### config.mk
export PLATFORM = sky130hd
export DESIGN_NAME = mem_access_unit
export DESIGN_NICKNAME = d
export VERILOG_FILES = /design/src/rtl/mem_access_unit.sv
export SDC_FILE = /design/constraint.sdc
export NUM_CORES = 1
export LEC_CHECK = 0
export ABC_AREA = 1
export CORE_ASPECT_RATIO = 0.8
export CORE_MARGIN = 1
export CORE_UTILIZATION = 50
export DETAILED_ROUTE_END_ITERATION = 10
export PLACE_DENSITY = 0.88
export SLEW_MARGIN = 20
export SYNTH_ARGS = -nofsm -noshare
export SYNTH_HDL_FRONTEND = slang
export SYNTH_SLANG_ARGS = --single-unit
### constraint.sdc
create_clock -name clk -period 4.42 [get_ports clk]
set_input_delay 0.663 -clock clk [delete_from_list [all_inputs] [get_ports clk]]
set_output_delay 0.663 -clock clk [all_outputs]
set_load 0.03 [all_outputs]
### src/rtl/mem_access_unit.sv
// MEM stage of the 16-bit core: turns EX/MEM load/store control into a
// req/ack data-bus transaction, stalls upstream until done, registers MEM/WB.
module mem_access_unit #(
   parameter int TIMEOUT = 255
) (
   input  logic        clk,
   input  logic        rst_n,
   input  logic        mem_reg_write,
   input  logic        mem_mem_read,
   input  logic        mem_mem_write,
   input  logic        mem_mem_to_reg,
   input  logic [15:0] mem_alu_result,
   input  logic [15:0] mem_write_data,
   input  logic [2:0]  mem_write_reg,
   output logic        dbus_req,
   output logic        dbus_we,
   output logic [15:0] dbus_addr,
   output logic [15:0] dbus_wdata,
   input  logic [15:0] dbus_rdata,
   input  logic        dbus_ack,
   output logic        stall_out,
   output logic        bus_err,
   output logic        wb_reg_write,
   output logic        wb_mem_to_reg,
   output logic [15:0] wb_alu_result,
   output logic [15:0] wb_read_data,
   output logic [2:0]  wb_write_reg
);
   localparam int CW = $clog2(TIMEOUT + 1);

   typedef enum logic [1:0] {IDLE, ACCESS, DONE} state_t;

   state_t         state, state_nxt;
   logic [CW-1:0]  cnt;
   logic [15:0]    rbuf;
   logic           acc, ack_hit, tmo, stall_raw;

   // a read+write combination is treated as a plain write
   assign acc = mem_mem_read | mem_mem_write;

   always_comb begin
      state_nxt = state;
      stall_raw = 1'b0;
      ack_hit   = 1'b0;
      tmo       = 1'b0;
      case (state)
         IDLE: if (acc) begin
            stall_raw = 1'b1;
            state_nxt = ACCESS;
         end
         ACCESS: begin
            stall_raw = 1'b1;
            if (dbus_ack) begin
               ack_hit   = 1'b1;
               state_nxt = DONE;
            end else if (cnt == CW'(TIMEOUT - 1)) begin
               tmo       = 1'b1;
               state_nxt = DONE;
            end
         end
         DONE:    state_nxt = IDLE;
         default: state_nxt = IDLE;
      endcase
   end

   // stall is forced low while reset is asserted so the pipeline sees no hold
   assign stall_out = stall_raw & rst_n;

   always_ff @(posedge clk or negedge rst_n)
      if (!rst_n) state <= IDLE;
      else        state <= state_nxt;

   always_ff @(posedge clk or negedge rst_n) begin
      if (!rst_n) begin
         dbus_req      <= 1'b0;
         dbus_we       <= 1'b0;
         dbus_addr     <= '0;
         dbus_wdata    <= '0;
         bus_err       <= 1'b0;
         cnt           <= '0;
         rbuf          <= '0;
         wb_reg_write  <= 1'b0;
         wb_mem_to_reg <= 1'b0;
         wb_alu_result <= '0;
         wb_read_data  <= '0;
         wb_write_reg  <= '0;
      end else begin
         bus_err <= tmo;
         case (state)
            IDLE: begin
               if (acc) begin
                  dbus_addr  <= mem_alu_result;
                  dbus_we    <= mem_mem_write;
                  dbus_wdata <= mem_mem_write ? mem_write_data : 16'h0;
                  dbus_req   <= 1'b1;
                  cnt        <= '0;
               end else begin
                  wb_reg_write  <= mem_reg_write;
                  wb_mem_to_reg <= mem_mem_to_reg;
                  wb_alu_result <= mem_alu_result;
                  wb_write_reg  <= mem_write_reg;
                  wb_read_data  <= 16'h0;
               end
            end
            ACCESS: begin
               if (ack_hit) begin
                  dbus_req <= 1'b0;
                  rbuf     <= dbus_we ? 16'h0 : dbus_rdata;
               end else if (tmo) begin
                  dbus_req <= 1'b0;
                  rbuf     <= 16'h0;
               end else begin
                  cnt <= cnt + 1'b1;
               end
            end
            DONE: begin
               // EX/MEM is still held by the stall, so its fields are current
               wb_reg_write  <= mem_reg_write;
               wb_mem_to_reg <= mem_mem_to_reg;
               wb_alu_result <= mem_alu_result;
               wb_write_reg  <= mem_write_reg;
               wb_read_data  <= rbuf;
            end
            default: ;
         endcase
      end
   end
endmodule

==> flow_summary.json <==
{
  "dr_total_vias": 3502,
  "cts_hold_buffers": 0,
  "nets": 637,
  "antenna_found_initial": 0,
  "grt_pass1_wl_mm": 16.4,
  "use_met1_pct": 33.7,
  "setup.worst_path.end": "stall_out",
  "max_freq_ghz": 0.303,
  "setup_viol": 0,
  "drt_first_iter_violations": 219,
  "rrSetupSlack_ns": 2.18,
  "drt_first_pass_iters": 5,
  "critPathLaunch": "mem_mem_write",
  "final_hold_viol_count": 0,
  "timing_worst_slew_pin_value_ns": 0.731,
  "io_pins": 131,
  "pre_cts_ws_ns": 1.13,
  "synth.most_common_cell": "nand2_1",
  "post-cts-setup-buffer-count": 0,
  "rsz0062_at_grt": "false",
  "synth_top_area_share_pct": 58.6,
  "instances_no_fill": 690,
  "final_antenna_net_count": 0,
  "cap_violations": 0,
  "synthFlopType": "dfrtp_1",
  "critPathRequiredTime_ns": 3.76,
  "post_synth_num_cell_types": 26,
  "place_congestion": 0.834,
  "p_leak_uw": 0.00282,
  "end_kind": "output pin",
  "dieArea_um2": 8740,
  "synth_common_cells": "167 x nand2_1, 98 x dfrtp_1, 77 x nand3_1",
  "syn_avg_cell_area_um2": 9.17,
  "grt_pass1_vias": 3357,
  "reg2reg_to": "cnt[2]",
  "ys_seq_elements": 98,
  "setup_slack_ns": 1.13,
  "top_usage_layer": "met2",
  "worst-path-max-fanout": 18,
  "insertion_delay_ns": 0.35,
  "setup_tns_ns": 0,
  "worstReg2RegStart": "state[1]",
  "area_delta_synth_final_pct": 36.1,
  "worstRegToRegCells": 7,
  "drc_errors": 0,
  "period_minus_slack_ns": 3.29,
  "clock_path_buffers": 2,
  "die_y_um": 83.8,
  "wl_per_cell_um": 14.4,
  "core_um2": 8020,
  "status": "completed",
  "yosys_warnings": 0,
  "placed_area_um2": 5500,
  "start_util_pct": 52.1,
  "async_flop_share_pct": 100,
  "synth_edf_count": 0,
  "num_antenna_cells": 0,
  "drt-total-wl_mm": 9.95,
  "hpwlAfterDp_mm": 6.86,
  "cts_sinks": 98,
  "p_total_uw": 4290,
  "hold_class": "input pin to async pin",
  "grtUsageMet3_pct": 4.84,
  "crit_type": "input pin to output pin",
  "io_buffers": 130,
  "tritoncts": "built",
  "cp-start-kind": "input pin",
  "cp.arrival_ns": 2.63,
  "ys_top_cells_by_area": "dfrtp_1 59%, nand2_1 15%, nand3_1 9.2%",
  "powerDensity_nw_per_um2": 754,
  "die_x_um": 104,
  "syn_area_um2": 4180,
  "viasPerCell": 5.08,
  "drive_gt1_share_pct": 10.1,
  "grt_overflow_total": 0,
  "fill_cells": 622,
  "clock_skew_ns": 0.00748,
  "synth_nets": 516,
  "synth_top_area_cell": "dfrtp_1",
  "period_share_pct": 74.5,
  "maxSlewViolCount": 0,
  "root_buffer": "clkbuf_8",
  "slew_headroom_pct": 51.2,
  "use_met2_pct": 38.9,
  "final_area_um2": 5690,
  "ys_seq_area_share_pct": 58.6,
  "dp_cells": 674,
  "grt_usage_pct": 24.3,
  "cts_made_buffers": 9,
  "grt_max_degree": 60,
  "cts.htree.levels": 3,
  "rows": 29,
  "cts_resized": 0,
  "clk_pin_slew_ns": 0.09,
  "syn_inst": 456,
  "vdd.ir_drop.worst_uv": 382
}
-- cell families after synthesis --
family          synth area share [%]
fa+ha+maj                      0.598
flops                           58.6
xor+xnor                       0.628
simple gates                    30.5
buf+inv                         5.72
compound gates                  3.92
-- routing by layer --
metal | vias up | part of all wire (%)
li1 | 1686 | -
met1 | 1668 | 45
met2 | 139 | 47
met3 | 9 | 6.2
met4 | 0 | 1.2
met5 | - | 0
-- layout by cell type, fill, tap and decap left out, drive strengths merged --
cell type and instances:
a21oi 1, o21ai 22, nor2 14, ha 2
clkinv 1, clkdlybuf4s50 129, nand2 185, and3 1
dfrtp 98, inv 30, clkinvlp 2, clkbuf 10
buf 4, nand3 78, nor3 1, nand4 1
xor2 3
-- worst min-delay path by stage --
stage                        from            end  slack [ns]
finish                      rst_n  dbus_addr[12]        0.28
detailed placement  dbus_addr[15]  dbus_addr[15]        0.46
CTS                         rst_n  dbus_addr[12]        0.28
floorplan                   rst_n        bus_err        0.37
global placement    dbus_addr[12]  dbus_addr[12]        0.45
global route                rst_n  dbus_addr[14]        0.29
-- power by group --
part           leakage, uW  switching (uW)  total, uW  internal (uW)
Sequential         0.00127             253       1530           1280
Clock            0.0000912             318        546            227
Combinational      0.00146            1380       2220            833
-- critical path: stages --
cell	delay, ns
clkdlybuf4s50_1	0.93
nor2_4	0.13
nand2_1	0.11
and3_1	0.15
clkdlybuf4s50_1	0.66
-- through the flow --
stage                     utilization, %  hold WS [ns]
final                               70.9         0.278
after global routing                70.9         0.289
after CTS                           70.9         0.284
after detailed placement            68.6         0.462
after global placement              68.6         0.453
after floorplan                        -         0.367
-- final cells by class --
class | count | area (um2) | share of cell area [%]
Tap cell | 108 | 135 | 2.38
Multi-Input combinational cell | 308 | 1490 | 26.2
Sequential cell | 98 | 2450 | 43.1
Clock inverter | 6 | 48.8 | 0.858
Inverter | 27 | 104 | 1.83
Timing Repair Buffer | 133 | 1320 | 23.2
Clock buffer | 10 | 138 | 2.42
No activity file was read; power rests on OpenSTA's default activity.
==> RTL change, RTL diff (same flow settings) <==
Register the output `bus_err` once more, with the module's reset; this adds one clock of latency there. The other outputs are not delayed to match.
--- a/src/rtl/mem_access_unit.sv
+++ b/src/rtl/mem_access_unit.sv
@@ -30,4 +30,6 @@
 
    typedef enum logic [1:0] {IDLE, ACCESS, DONE} state_t;
+
+   logic bus_err_s0;
 
    state_t         state, state_nxt;
@@ -77,5 +79,5 @@
          dbus_addr     <= '0;
          dbus_wdata    <= '0;
-         bus_err       <= 1'b0;
+         bus_err_s0    <= 1'b0;
          cnt           <= '0;
          rbuf          <= '0;
@@ -86,5 +88,5 @@
          wb_write_reg  <= '0;
       end else begin
-         bus_err <= tmo;
+         bus_err_s0 <= tmo;
          case (state)
             IDLE: begin
@@ -126,4 +128,12 @@
       end
    end
+   always_ff @(posedge clk or negedge rst_n) begin
+      if (!rst_n) begin
+         bus_err <= '0;
+      end else begin
+         bus_err <= bus_err_s0;
+      end
+   end
+
 endmodule
 
Check against the original RTL: no difference found for any inputs over 10 cycles, from zero or initial values and one cycle with rst_n low; that may be too few to reach the edited logic, so the function may still have changed.
==> RTL change against the unedited design <==
Global-route usage grew 0.49 points. Combinational power hardly changed. Total power rose by 1.8%. Count of clock-buffer cells in the layout unchanged. Setup slack better by 0.34 ns. Die area up 0.40%. Synthesized area rose by 0.42%. Design area grew 0.92%. Largest cell class unchanged. Fmax up 11%. Sequential cell count rose by 1. Largest power group unchanged. Via count up 1.6%. Wire length grew 2.3%. Non-clock buffer count increased by 1.
==> RTL change: results (changes against the unedited design) <==
metric,value,unit,change
worst skew pair latency,0.37,ns,+0.02 ns
Yosys cell types,27,,+3.8%
dpl ws,1.39,ns,+0.254 ns
Synthesized Nets,518,,+0.39%
Final Skew,0.0113,ns,+0.00385 ns
wire per inst,14.7,um,+1.9%
LEAKAGE,2.83,nW,+0.39%
share of cells above drive strength 1,9.74,%,-0.39 points
Synth Area in Adders,0.596,%,-0.0025 points
clock buffer depth,2,,unchanged
worst min path class,primary input to async pin,,
Setup CP Type,primary input to output pin,,
Post-Synth XOR/XNOR Area,0.626,%,-0.0026 points
Area after DPL,0.00553,mm^2,+0.55%
final worst path period share,66.9,%,-7.6 points
Root Driver,clkbuf_8,,
top post-synthesis cells by area,"dfrtp_1, nand2_1, nand3_1, o21ai_2, inv_1",,
Commonest cells post-synth,"nand2_1, dfrtp_1, nand3_1",,
H-tree levels,3,,unchanged
DRT Pass-1 Iters,5,,unchanged
maximum VDD drop,0.412,mV,+7.7%
vias in the first global route,3507,,+4.5%
mux contribution to synthesized area,0,%,unchanged
largest net degree at the start of global routing,57,,-5.0%
initial drt markers,159,,-27%
Fillers,603,,-3.1%
ys async rst share,100,%,unchanged
Post-CTS Setup Bufs,0,,unchanged
Setup crit end,stall_out,,
n_diodes,0,,unchanged
register area share after synthesis,59.0,%,+0.35 points
Max-Cap Viols,0,,unchanged
GPL Wtd Cong,0.783,,-6.1%
CTS-repair resized insts,0,,unchanged
Worst-path clk slew,0.09,ns,about the same
reg2reg end,cnt[5]$_DFFE_PN0P_,,
Synth Area in Compound Gates,4.02,%,+0.10 points
first-pass GRT wire length,17.0,mm,+3.5%
"Arr. time, crit path",2.29,ns,-0.34 ns
total CTS buffers,9,,unchanged
dpl hpwl,7.17,mm,+4.6%
status,finished clean,,
Total GRT Usage,24.8,%,+0.49 points
Worst Max-Slew Pin Slew,0.824,ns,+0.0934 ns
Routed Antenna Nets,0,,unchanged
DRC violations left,0,,unchanged
worst-path maximum fanout,18,,unchanged
reg2reg start,state[1]$_DFFE_PN0P_,,
initial antenna violation count,0,,unchanged
Synth Warn #,0,,unchanged
IO buf count,130,,unchanged
worst r2r path cells,7,,unchanged
via count,3558,,+1.6%
flop-to-flop setup slack,1.94,ns,-0.24 ns
Final nets,640,,+0.47%
most common flop cell mapped by yosys,dfrtp_1,,
CP Launch Point,mem_mem_write,,
[RTL change: changes by cell type in the layout (fill, tap and decap cells not counted), sizes merged]
cell    delta
buf        +1
bufinv     +1
dfrtp      +1
inv        -1
nand2      +2
nor2       -2
o21ai      +1
[RTL change: worst max-delay path, cell delays in order]
cell	delay [ns]
clkdlybuf4s50_1	0.46
buf_4	0.23
nor2_4	0.06
nand2_1	0.07
and3_1	0.15
clkdlybuf4s50_1	0.66
[RTL change: kinds of logic after synthesis]
logic type,after synthesis
buffers and inverters,50
XOR/XNOR,3
AND/OR/NAND/NOR,280
AO/OA/AOI/OAI,24
adder cells (fa/ha/maj),2
flip-flops,99
[RTL change: cell type report]
type	instances	area, um^2	share of cell area [%]
well taps	108	135	2.35
clock buffers	10	138	2.40
clock inverters	6	71.3	1.24
flip-flops and latches	99	2480	43.1
repair buffers	134	1330	23.1
multi-input cells	309	1480	25.8
inverters	27	109	1.90
[RTL change: stage by stage]
step | hold slack [ns] | cells
2_1_floorplan | 0.331 | 458
3_3_place_gp | 0.336 | 677
3_5_place_dp | 0.342 | 677
4_1_cts | 0.289 | 693
5_1_grt | 0.320 | 693
6_report | 0.290 | 693
[RTL change: worst min-delay path by stage]
stage / to / slack (ns) / depth (start not counted)
floorplan: bus_err$_DFF_PN0_ / 0.33 / 0
global placement: bus_err$_DFF_PN0_ / 0.34 / 0
detailed placement: bus_err$_DFF_PN0_ / 0.34 / 0
CTS: dbus_wdata[7]$_DFFE_PN0P_ / 0.29 / 1
global route: dbus_wdata[7]$_DFFE_PN0P_ / 0.32 / 1
finish: dbus_wdata[7]$_DFFE_PN0P_ / 0.29 / 1
[RTL change: metal layers]
layer / GRT usage [%] / vias up / wire length, um
met5: 0 / - / 0
met2: 42.7 / 145 / 5000
li1: - / 1694 / -
met1: 31.3 / 1707 / 4480
met3: 4.92 / 12 / 555
met4: 8.31 / 0 / 148
[RTL change: where the power goes]
group | total (mW) | switching (mW) | leakage [nW] | internal, mW
Combinational | 2.22 | 1.38 | 1.45 | 0.840
Clock | 0.601 | 0.319 | 0.0995 | 0.282
Sequential | 1.55 | 0.266 | 1.28 | 1.28
